File: src/rtl/pwu_retire_arb.sv
// Retire-stage controller for the PWU: round-robin arbitration of lane responses into the
// single retire register stage, backpressure hold, flush, and retire/error statistics.

`ifndef NOU_SID_WIDTH
`define NOU_SID_WIDTH 8
`endif
`ifndef NOU_RSP_TYPE_ID_WIDTH
`define NOU_RSP_TYPE_ID_WIDTH 4
`endif
`ifndef NOU_PKT_ID_WIDTH
`define NOU_PKT_ID_WIDTH 8
`endif
`ifndef NOU_ERR_CODE_WIDTH
`define NOU_ERR_CODE_WIDTH 8
`endif
`ifndef NOU_WL_RM_WIDTH
`define NOU_WL_RM_WIDTH 2
`endif

module pwu_retire_arb #(
  parameter int unsigned NUM_REQ  = 4,
  parameter int unsigned SID_W    = `NOU_SID_WIDTH,
  parameter int unsigned RSP_W    = `NOU_RSP_TYPE_ID_WIDTH,
  parameter int unsigned PKT_W    = `NOU_PKT_ID_WIDTH,
  parameter int unsigned ERR_W    = `NOU_ERR_CODE_WIDTH,
  parameter int unsigned RM_W     = `NOU_WL_RM_WIDTH,
  parameter bit          ERR_PRIO = 1'b0,
  parameter int unsigned CNT_W    = 32
) (
  input  logic                     clk,
  input  logic                     rst,
  input  logic [NUM_REQ-1:0]       req_vld,
  output logic [NUM_REQ-1:0]       req_rdy,
  input  logic [NUM_REQ*SID_W-1:0] req_sid,
  input  logic [NUM_REQ*RSP_W-1:0] req_rsp_type,
  input  logic [NUM_REQ*PKT_W-1:0] req_pkt_id,
  input  logic [NUM_REQ-1:0]       req_status,
  input  logic [NUM_REQ*ERR_W-1:0] req_err_code,
  input  logic [NUM_REQ*RM_W-1:0]  req_rm,
  input  logic                     flush,
  input  logic                     rsp_rdy,
  output logic                     retire_keep,
  output logic                     ret_vld,
  output logic [SID_W-1:0]         ret_sid,
  output logic [RSP_W-1:0]         ret_rsp_type,
  output logic [PKT_W-1:0]         ret_pkt_id,
  output logic                     ret_status,
  output logic [ERR_W-1:0]         ret_err_code,
  output logic [RM_W-1:0]          ret_rm,
  output logic [CNT_W-1:0]         ret_cnt,
  output logic [15:0]              err_cnt
);

  localparam int unsigned PTR_W = $clog2(NUM_REQ);

  typedef enum logic {
    StEmpty = 1'b0,
    StFull  = 1'b1
  } occ_e;

  occ_e               occ_q, occ_d;
  logic [PTR_W-1:0]   rr_ptr_q, rr_ptr_d;
  logic               st_status_q, st_status_d;
  logic [CNT_W-1:0]   ret_cnt_q, ret_cnt_d;
  logic [15:0]        err_cnt_q, err_cnt_d;

  logic [NUM_REQ-1:0] err_mask;
  logic [NUM_REQ-1:0] cand;
  logic               found;
  logic [PTR_W-1:0]   found_idx;
  int unsigned        scan_idx;
  logic               load;
  logic               grant_en;
  logic               grant;
  logic               retire_ev;

  // Round-robin search from rr_ptr; error lanes only when error priority applies.
  always_comb begin
    err_mask  = req_vld & req_status;
    cand      = (ERR_PRIO && (|err_mask)) ? err_mask : req_vld;
    found     = 1'b0;
    found_idx = '0;
    scan_idx  = 0;
    for (int unsigned off = 0; off < NUM_REQ; off++) begin
      scan_idx = (int'(rr_ptr_q) + off) % NUM_REQ;
      if (!found && cand[scan_idx]) begin
        found     = 1'b1;
        found_idx = PTR_W'(scan_idx);
      end
    end
  end

  // Stage control, grant and the mux of the granted lane onto the stage d-inputs.
  always_comb begin
    retire_keep  = (occ_q == StFull) && !rsp_rdy && !flush;
    load         = !retire_keep;
    // rst is included so no grant escapes while reset is held mid-cycle.
    grant_en     = load && !flush && !rst;
    grant        = grant_en && found;
    retire_ev    = (occ_q == StFull) && rsp_rdy && !flush;
    req_rdy      = '0;
    ret_vld      = grant;
    ret_sid      = '0;
    ret_rsp_type = '0;
    ret_pkt_id   = '0;
    ret_status   = 1'b0;
    ret_err_code = '0;
    ret_rm       = '0;
    if (grant) begin
      req_rdy      = NUM_REQ'(1) << found_idx;
      ret_sid      = req_sid[found_idx*SID_W +: SID_W];
      ret_rsp_type = req_rsp_type[found_idx*RSP_W +: RSP_W];
      ret_pkt_id   = req_pkt_id[found_idx*PKT_W +: PKT_W];
      ret_status   = req_status[found_idx];
      ret_err_code = req_err_code[found_idx*ERR_W +: ERR_W];
      ret_rm       = req_rm[found_idx*RM_W +: RM_W];
    end
  end

  // Next-state for occupancy, RR pointer, local status copy and statistics.
  always_comb begin
    occ_d       = occ_q;
    rr_ptr_d    = rr_ptr_q;
    st_status_d = st_status_q;
    ret_cnt_d   = ret_cnt_q;
    err_cnt_d   = err_cnt_q;
    if (load) begin
      occ_d       = ret_vld ? StFull : StEmpty;
      st_status_d = ret_status;
    end
    if (flush) begin
      occ_d    = StEmpty;
      rr_ptr_d = '0;
    end else if (grant) begin
      rr_ptr_d = PTR_W'((int'(found_idx) + 1) % NUM_REQ);
    end
    if (retire_ev) begin
      ret_cnt_d = ret_cnt_q + CNT_W'(1);
      if (st_status_q && (err_cnt_q != 16'hFFFF)) begin
        err_cnt_d = err_cnt_q + 16'd1;
      end
    end
  end

  // State registers, cleared asynchronously.
  always_ff @(posedge clk or posedge rst) begin
    if (rst) begin
      occ_q       <= StEmpty;
      rr_ptr_q    <= '0;
      st_status_q <= 1'b0;
      ret_cnt_q   <= '0;
      err_cnt_q   <= '0;
    end else begin
      occ_q       <= occ_d;
      rr_ptr_q    <= rr_ptr_d;
      st_status_q <= st_status_d;
      ret_cnt_q   <= ret_cnt_d;
      err_cnt_q   <= err_cnt_d;
    end
  end

  assign ret_cnt = ret_cnt_q;
  assign err_cnt = err_cnt_q;

endmodule

File: config.mk
export PLATFORM = sky130hd
export DESIGN_NAME = pwu_retire_arb
export DESIGN_NICKNAME = d
export VERILOG_FILES = /design/src/rtl/pwu_retire_arb.sv
export SDC_FILE = /design/constraint.sdc
export NUM_CORES = 1
export LEC_CHECK = 0
export BUFFER_PORTS_ARGS = -buffer_cell sky130_fd_sc_hd__clkbuf_2
export CORE_UTILIZATION = 40
export DETAILED_ROUTE_END_ITERATION = 10
export GPL_ROUTABILITY_DRIVEN = 0
export PLACE_DENSITY = 0.76
export RECOVER_POWER = 50
export SYNTH_ARGS = -nofsm -noshare
export SYNTH_HDL_FRONTEND = slang
export SYNTH_SLANG_ARGS = --single-unit
export TNS_END_PERCENT = 100
File: constraint.sdc
create_clock -name clk -period 1.8 [get_ports clk]
set_input_delay 0.18 -clock clk [delete_from_list [all_inputs] [get_ports clk]]
set_output_delay 0.18 -clock clk [all_outputs]
set_load 0.02 [all_outputs]
==> results of run 1 <==
[worst reg2reg max path, delay by kind of cell, from the launching register on]
family	cells	cell delay, ns
and+or+nand+nor	3	0.91
muxes	1	0.19
AOI/OAI and AO/OA	1	0.24
buffers and inverters	2	0.23
DFF	1	0.37
[sequential cells by signal, summed over array words and instances, names as in the netlist]
register and cells:
occ_q 1, rr_ptr_q 2, st_status_q 1, err_cnt 16, ret_cnt 32
[cell usage after synthesis (7+ instances only)]
library cell and number:
a211oi_1 30, a311oi_1 30, and2_1 7, and3_1 36, and4_1 7, buf_6 9, clkbuf_1 11, dfrtp_1 52
inv_1 7, nand2_1 80, nand3_1 22, nand4_1 9, nor2_1 12, xnor2_1 34, xor2_1 12
[metrics by stage]
stage	util (%)	std cells	TNS, ns
2_1_floorplan	-	414	-4.75
3_3_place_gp	69.4	784	-11.40
3_5_place_dp	69.4	784	-12.52
4_1_cts	76.3	801	-23.92
5_1_grt	81.8	837	-27.28
6_report	81.8	837	-23.76
[power by group through the flow]
stage	sequential (uW)	combinational, uW	clock [uW]
after floorplan	1380	1280	0
after global placement	1310	1940	0
after detailed placement	1320	1990	0
after CTS	1300	2260	724
after global routing	1310	2740	762
final	1300	2600	701
[layer usage]
| layer | track usage, % | vias up |
|---|---|---|
| li1 | - | 2149 |
| met5 | 0 | - |
| met1 | 32.1 | 2209 |
| met2 | 53.8 | 254 |
| met4 | 16.1 | 0 |
| met3 | 5.61 | 81 |
[layout make-up]
| cell class | instances | area [um2] | share of cell area, % |
|---|---|---|---|
| clock inverter | 2 | 13.8 | 0.192 |
| tap | 108 | 135 | 1.89 |
| timing repair buffer | 334 | 2510 | 35.1 |
| multi-input combinational | 327 | 3080 | 42.9 |
| clock buffer | 6 | 82.6 | 1.15 |
| inverter | 8 | 42.5 | 0.594 |
| sequential | 52 | 1300 | 18.2 |
[logic make-up (layout without fill, tap and decap cells)]
| group | count (synthesis) | after routing |
|---|---|---|
| buffers and inverters | 36 | 350 |
| muxes | 3 | 3 |
| AOI/OAI and AO/OA | 75 | 75 |
| and+or+nand+nor | 196 | 197 |
| xor gates and xnor gates | 46 | 46 |
| DFF | 52 | 52 |
| adders and majority gates | 6 | 6 |
[timing repair]
item / CTS / global route
gates cloned: 3 / 3
buffers inserted: 5 / 37
pin swaps: 19 / 30
resized for setup: 91 / 69
hold buffers: 1 / 0
endpoints found under the hold margin: 14 / 0
setup endpoints to repair: 47 / 50
[final timing paths]
check	endpoint	slack (ns)	depth (start not counted)
min reg2reg	ret_cnt[25]$_DFFE_PP0P_	0.50	1
min	rr_ptr_q[1]$_DFFE_PP0P_	0.29	4
max reg2reg	st_status_q$_DFFE_PP0N_	-0.24	7
max	ret_err_code[2]	-0.73	10
max in group asynchronous	ret_cnt[22]$_DFFE_PP0P_	0.34	4
min in group asynchronous	err_cnt[0]$_DFFE_PP0P_	0.47	3
==> run metrics, run 1 <==
Max Cap Viol 0; status finished with violations; commonest non-fill, non-tap cell in the layout clkbuf_2; critical path start-end classification reg -> out; IO Port Bufs 216; first-pass GRT wire length 22,800 um; Worst-Margin Slew 0.573 ns; Worst path slowest cell dfrtp_1; CTS tree yes; Peak Freq 396 MHz; Seq pwr share 28.2%; failing checks setup timing; # H-tree levels 2; hpwl dp 10,600 um; antenna violations before repair 0; CP dominant cell by count buf_6; Place WS -0.451 ns; PwrDens 642 nW/um2; Slew HR 61.8%; Die ar. 9500 um2; Antenna Nets Post-Route 0; Final min period 2.53 ns; Leak 0.00338 uW; total CTS buffers 5; met2 WL 8140 um; fraction of registers with async set/reset 100%; hold_sp flush; Post-Synth XOR/XNOR Area 11.1%; WP data required 1.62 ns; post-detailed-route wirelength per cell 18.8 um; Post-synth EDFFs 0; largest family of logic cells by synthesized area simple AND/OR/NAND/NOR gates; die width 97.5 um; Hold Slack 0.288 ns; CTS max path bufs 2; initial drt markers 259; Synth Area in Simple Gates 27.8%; FF-to-FF Start rr_ptr_q[0]$_DFFE_PP0P_; area of the core 8760 um2; Hold Violations, Final 0; Worst setup startpoint rr_ptr_q[0]$_DFFE_PP0P_; grt total ovfl 0; final worst setup slack -0.726 ns; uppermost layer routed met4; root buf cell clkbuf_8; Starting Density 41.6%; Sink Count 52; Final nets 866; worst-path cell chain and2b_1, buf_6, o21ba_4, nor3_4, buf_6, buf_16, buf_12, a211oi_2, a311oi_4, clkbuf_8; clock skew 0.00994 ns; DRC violations left 0; mux share of post-synthesis cell area 0.892%; syn_nets 552; synth top area cells dfrtp_1 (36%), nand2_1 (8.2%), xnor2_1 (8.2%); Synth Area in Adders 2.06%; dominant cell type by area after synthesis dfrtp_1; design area 7170 um2; WP data arrival 2.35 ns; CP bufs+invs 5; Vias 4,693; Clock power frac 15.2%; count of pins over their slew limit 0; Crit. End Element primary output; Tot GR Track Use 29.6%; Rows 34; complex-gate fraction of the synthesized area 16.6%; met3 routed WL 1000 um; Tcrit/Tclk final 140%; largest net degree at the start of global routing 39; Antenna diodes 0; number of fill cells 534; TritonRoute pass-1 iters 4; sequential share of the synthesized area 35.7%; Ports 217; Psw 1800 uW; Reg clk slew, reported paths 0.09 ns; DP Area 6080 um2; synthesis-stage register bit count 52; P_int 2800 uW; Startpoint Class flip-flop; Netlist Area Pre-Place 3650 um2; Syn Inst Count 414; share of the synthesized area in the top cell type 35.7%; hold crit path type in -> reg; die height 97.5 um; RSZ-0062 raised after global routing yes; setup violators final 38; CP Max Fanout 7; met1 WL 5680 um; Max IR drop VDD 455 uV; switching portion of total power 39.1%; most frequent cells in the layout clkbuf_2 (157), buf_4 (89), nand2_1 (59); Overall Power 4600 uW; Max stage delay on crit path 0.37 ns; Distinct cells, synth 48; WL final 15,700 um; clk_lat worst skew 0.31 ns; top_reg_cell synth dfrtp_1; yosys warns 0; Comb power frac 56.6%; layout cells sized above 1 59.7%; syn avg cell area 8.81 um2; vias in the first global route 4,793; crit-path leading delay family buffers and inverters; DR vias/cell 5.61; P&R area growth vs syn 96.6%
Power figures use the tool's default switching activity.
==> run 2, diff against run 1 <==
--- a/config.mk
+++ b/config.mk
@@ -6,7 +6,9 @@
 export NUM_CORES = 1
 export LEC_CHECK = 0
 export BUFFER_PORTS_ARGS = -buffer_cell sky130_fd_sc_hd__clkbuf_2
-export CORE_UTILIZATION = 40
+export CELL_PAD_IN_SITES_DETAIL_PLACEMENT = 1
+export CELL_PAD_IN_SITES_GLOBAL_PLACEMENT = 1
+export CORE_UTILIZATION = 28
 export DETAILED_ROUTE_END_ITERATION = 10
 export GPL_ROUTABILITY_DRIVEN = 0
 export PLACE_DENSITY = 0.76
==> run 2 against run 1 <==
Net effect:
- the flow still finishes with violations (setup timing)
- critical endpoint is now ret_sid[7]
- worst setup slack better by 0.079 ns
- wire length up 4.8%
- highest routed layer unchanged
- hold slack better by 0.015 ns
- core utilization down 26 points
- fmax up 3.2%
- global-route usage down 6.3 points
==> run metrics, run 2 (synthesis results as in run 1) <==
status finished with violations; failing checks setup timing; Sink Count 52 (unchanged); Worst Reg2Reg Path Length in Cells 10 (+3); layout cells sized above 1 55.1% (-4.5 points); vias in the first global route 4,924 (+2.7%); Worst setup startpoint rr_ptr_q[0]$_DFFE_PP0P_; hpwl dp 12,300 um (+16%); Antenna diodes 0 (unchanged); Final min period 2.45 ns (-0.0789 ns); Rows 41 (+21%); final non-filler cell total 881 (+5.3%); hold crit path type in -> reg; number of fill cells 1,468 (+170%); Leak 0.00319 uW (-5.6%); P&R area growth vs syn 94.1%; Tcrit/Tclk final 136% (-4.4 points); Worst-Margin Slew 1.04 ns (+0.472 ns); R2R setup slack -0.34 ns (-0.10 ns); max reg flops 32 (unchanged); post-detailed-route wirelength per cell 18.7 um (-0.43%); FF-to-FF Start rr_ptr_q[0]$_DFFE_PP0P_; WP data arrival 2.27 ns (-0.08 ns); Place WS -0.537 ns (-0.0860 ns); Max IR drop VDD 355 uV (-22%); Peak Freq 409 MHz (+3.2%); initial drt markers 174 (-33%); Tot GR Track Use 23.3% (-6.3 points); area of the core 12,700 um2 (+45%); Crit. End Element primary output; most frequent cells in the layout clkbuf_2 (133), buf_4 (63), nand2_1 (56); grt total ovfl 0 (unchanged); DP Area 6190 um2 (+1.7%); largest net degree at the start of global routing 33 (-15%); clk_lat worst skew 0.30 ns (about the same); PwrDens 673 nW/um2 (+4.7%); Hold Violations, Final 0 (unchanged); Hold Slack 0.303 ns (+0.0154 ns); CP Max Fanout 32 (+25); design area 7080 um2 (-1.3%); Placed Cells 843 (+7.5%); final worst setup slack -0.647 ns (+0.0789 ns); IO Port Bufs 216 (unchanged); WL final 16,500 um (+4.8%); antenna violations before repair 0 (unchanged); Startpoint Class flip-flop; Ports 217 (unchanged); Starting Density 28.8% (-13 points); Die ar. 13,500 um2 (+42%); Layout Utilization 55.9% (-26 points); # H-tree levels 2 (unchanged); count of pins over their slew limit 0 (unchanged); die height 116 um (+19%); critical path start-end classification reg -> out; CTS max path bufs 2 (unchanged); RSZ-0062 raised after global routing yes; DR vias/cell 5.13 (-8.4%); worst setup path end ret_sid[7]; root buf cell clkbuf_16; DRC violations left 0 (unchanged); first-pass GRT wire length 24,400 um (+7.1%); TritonRoute pass-1 iters 4 (unchanged); Vias 4,523 (-3.6%); Slew HR 30.3% (-31 points); Worst R2R End st_status_q$_DFFE_PP0N_; commonest non-fill, non-tap cell in the layout clkbuf_2; die width 116 um (+19%); Max Cap Viol 0 (unchanged); Final nets 846 (-2.3%); Reg clk slew, reported paths 0.07 ns (-0.02 ns); total CTS buffers 5 (unchanged); setup violators final 44 (+16%); clock skew 0.00851 ns (-0.00143 ns); CTS tree yes; Antenna Nets Post-Route 0 (unchanged); WP data required 1.62 ns (about the same)
run 2: cell count changes in the layout (fill, tap and decap cells not counted), sizes merged:
cell / change
nand2: -1
buf: -5
clkinvlp: +1
clkbuf: -15
run 2: worst min-delay path by stage:
stage / from / to / slack, ns / depth (start not counted)
6_report: flush / rr_ptr_q[1]$_DFFE_PP0P_ / 0.30 / 4
5_1_grt: flush / rr_ptr_q[1]$_DFFE_PP0P_ / 0.32 / 4
4_1_cts: flush / rr_ptr_q[1]$_DFFE_PP0P_ / 0.29 / 4
3_5_place_dp: rst / rr_ptr_q[0]$_DFFE_PP0P_ / 0.30 / 2
3_3_place_gp: rst / occ_q$_DFFE_PP0P_ / 0.28 / 2
2_1_floorplan: flush / rr_ptr_q[0]$_DFFE_PP0P_ / 0.35 / 2
run 2: worst max-delay path: stages (launching register included):
cell and delay [ns]:
dfrtp_1 0.36, and2b_1 0.21, or4_4 0.48, buf_12 0.19, and3_1 0.18, a211oi_2 0.18, buf_4 0.14, a311oi_4 0.04
clkbuf_2 0.17
run 2: area by class of cell:
type / count / area (um2) / share of cell area [%]
multi-input combinational: 326 / 3060 / 43.2
timing repair buffer: 315 / 2310 / 32.6
sequential: 52 / 1300 / 18.4
tap: 172 / 215 / 3.04
clock buffer: 5 / 125 / 1.77
inverter: 8 / 40.0 / 0.566
clock inverter: 3 / 27.5 / 0.389
run 2: stage by stage:
step | TNS, ns | power (uW)
2_1_floorplan | -4.75 | 2660
3_3_place_gp | -13.14 | 3280
3_5_place_dp | -15.78 | 3350
4_1_cts | -21.77 | 4660
5_1_grt | -26.36 | 4990
6_report | -21.80 | 4760
run 2: power by group:
part	leakage [uW]	switching, uW	internal (uW)
logic	0.00241	1300	1170
clock network	0.0000719	471	529
registers	0.000705	65.6	1230
run 2: timing repair:
action,in CTS,in global routing
endpoints found under the setup margin,38,52
resized for setup,65,99
hold buffers,1,0
setup buffers,17,9
cloned,4,1
hold endpoints to repair,24,0
pin swaps,19,22
run 2: layer usage:
layer  GRT usage (%)  vias to the layer above  routed length [um]
met3            5.86                       48                1060
li1                -                     2104                   -
met1            23.8                     2192                6010
met4            9.49                        0                 680
met2            44.9                      179                8730
met5               0                        -                   0
==> run 3, diff against run 2 <==
--- a/config.mk
+++ b/config.mk
@@ -13,6 +13,8 @@
 export GPL_ROUTABILITY_DRIVEN = 0
 export PLACE_DENSITY = 0.76
 export RECOVER_POWER = 50
+export SKIP_LAST_GASP = 1
+export SLEW_MARGIN = 20
 export SYNTH_ARGS = -nofsm -noshare
 export SYNTH_HDL_FRONTEND = slang
 export SYNTH_SLANG_ARGS = --single-unit
==> run 3 against run 2 <==
Net effect:
- the run still ends with setup timing left
- sequential cell count did not move
- clock power hardly changed
- global-route usage decreased by 0.12 points
- critical path depth did not move
- power decreased by 3.3%
- fmax rose by 0.43%
- clock skew about the same
- non-clock buffer count is 4 lower
- worst setup slack improved by 0.011 ns
- hold slack worse by 0.0044 ns
- register-to-register slack gained 0.03 ns
- cell area is 3.8% lower
- highest routed layer unchanged
==> run metrics, run 3 (synthesis results as in run 1) <==
design area 6810 um2 (-3.8%); clk_lat worst skew 0.30 ns (about the same); Startpoint Class flip-flop; Worst-Margin Slew 1.03 ns (-0.0101 ns); Sink Count 52 (unchanged); GR peak layer met2; largest net degree at the start of global routing 33 (unchanged); hold_sp flush; grt total ovfl 0 (unchanged); antenna violations before repair 0 (unchanged); Tot GR Track Use 23.2% (-0.12 points); Max IR drop VDD 360 uV (+1.5%); CTS max path bufs 2 (unchanged); grt met3 use 5.86% (unchanged); met2 GRT Util 44.8% (-0.16 points); total CTS buffers 5 (unchanged); DP Area 6190 um2 (unchanged); Final nets 842 (-0.47%); max reg flops 32 (unchanged); Tcrit/Tclk final 135% (-0.58 points); clock skew 0.00835 ns (-0.000155 ns); Peak Freq 410 MHz (+0.43%); final non-filler cell total 877 (-0.45%); Hold Violations, Final 0 (unchanged); most frequent cells in the layout clkbuf_2 (142), nand2_1 (69), buf_4 (65); DRC violations left 0 (unchanged); Max Cap Viol 0 (unchanged); WP data required 1.62 ns (about the same); commonest non-fill, non-tap cell in the layout clkbuf_2; die height 116 um (unchanged); die width 116 um (unchanged); CTS tree yes; count of pins over their slew limit 0 (unchanged); status finished with violations; area of the core 12,700 um2 (unchanged); met1 Track Usage GR 23.7% (-0.096 points); root buf cell clkbuf_16; Reg clk slew, reported paths 0.07 ns (about the same); Slew HR 31.0% (+0.67 points); Placed Cells 843 (unchanged); Vias 4,466 (-1.3%); Starting Density 28.8% (unchanged); Hold Slack 0.299 ns (-0.00436 ns); CP Max Fanout 32 (unchanged); RSZ-0062 raised after global routing yes; Ports 217 (unchanged); Die ar. 13,500 um2 (unchanged); Final min period 2.44 ns (-0.0105 ns); setup violators final 42 (-4.5%); PwrDens 676 nW/um2 (+0.47%); TritonRoute pass-1 iters 4 (unchanged); WP data arrival 2.26 ns (about the same); Leak 0.00311 uW (-2.5%); layout cells sized above 1 52.3% (-2.8 points); # H-tree levels 2 (unchanged); hpwl dp 12,300 um (unchanged); Antenna diodes 0 (unchanged); first-pass GRT wire length 24,300 um (-0.43%); DR vias/cell 5.09 (-0.81%); Crit. End Element primary output; failing checks setup timing; initial drt markers 177 (+1.7%); Place WS -0.537 ns (unchanged); FF-to-FF Start rr_ptr_q[0]$_DFFE_PP0P_; Worst setup startpoint rr_ptr_q[0]$_DFFE_PP0P_; WL final 16,000 um (-3.1%); post-detailed-route wirelength per cell 18.2 um (-2.6%); hold crit path type in -> reg; Layout Utilization 53.7% (-2.1 points); Rows 41 (unchanged); Antenna Nets Post-Route 0 (unchanged); vias in the first global route 4,915 (-0.18%); final worst setup slack -0.637 ns (+0.0105 ns); IO Port Bufs 216 (unchanged); P&R area growth vs syn 86.8%; critical path start-end classification reg -> out
run 3: what timing repair did:
action	4_1_cts	5_1_grt
gates resized for setup	49	47
hold buffers	1	0
pin swaps	19	16
cloned	4	1
hold endpoints to repair	24	0
endpoints found under the setup margin	38	52
buffers inserted	17	5
run 3: worst paths after layout:
path | endpoint | slack, ns | depth (start not counted)
min in group asynchronous | ret_cnt[0]$_DFFE_PP0P_ | 0.76 | 3
setup / recovery | ret_sid[7] | -0.64 | 8
setup reg to reg | st_status_q$_DFFE_PP0N_ | -0.31 | 10
max in group asynchronous | ret_cnt[10]$_DFFE_PP0P_ | 0.32 | 4
hold / removal | rr_ptr_q[1]$_DFFE_PP0P_ | 0.30 | 4
hold reg to reg | ret_cnt[31]$_DFFE_PP0P_ | 0.49 | 1
run 3: cell type report:
cell class | count | area [um2]
well taps | 172 | 215
repair buffers | 311 | 2140
multi-input cells | 326 | 2960
flip-flops and latches | 52 | 1300
clock inverters | 3 | 27.5
inverters | 8 | 37.5
clock buffers | 5 | 125
fillers | 1494 | 5860
run 3: routing by layer:
metal	part of all wire, %	vias to the layer above
met4	3.7	0
met3	6.4	42
met5	0	-
met2	53	173
li1	-	2099
met1	36	2152
run 3: critical path: stages, from the launching register on:
cell	delay [ns]
dfrtp_1	0.36
and2b_1	0.20
or4_4	0.48
buf_12	0.19
and3_1	0.18
a211oi_2	0.18
buf_4	0.14
a311oi_4	0.04
clkbuf_2	0.17
run 3: per-stage QoR:
step | total power [uW] | setup TNS (ns)
CTS | 4620 | -22.04
finish | 4600 | -21.48
floorplan | 2660 | -4.75
detailed placement | 3350 | -15.78
global route | 4830 | -25.80
global placement | 3280 | -13.14
run 3: power by group:
| group | switching, uW | internal [uW] |
|---|---|---|
| registers | 63.8 | 1230 |
| clock network | 475 | 529 |
| logic | 1230 | 1070 |
| total | 1770 | 2830 |
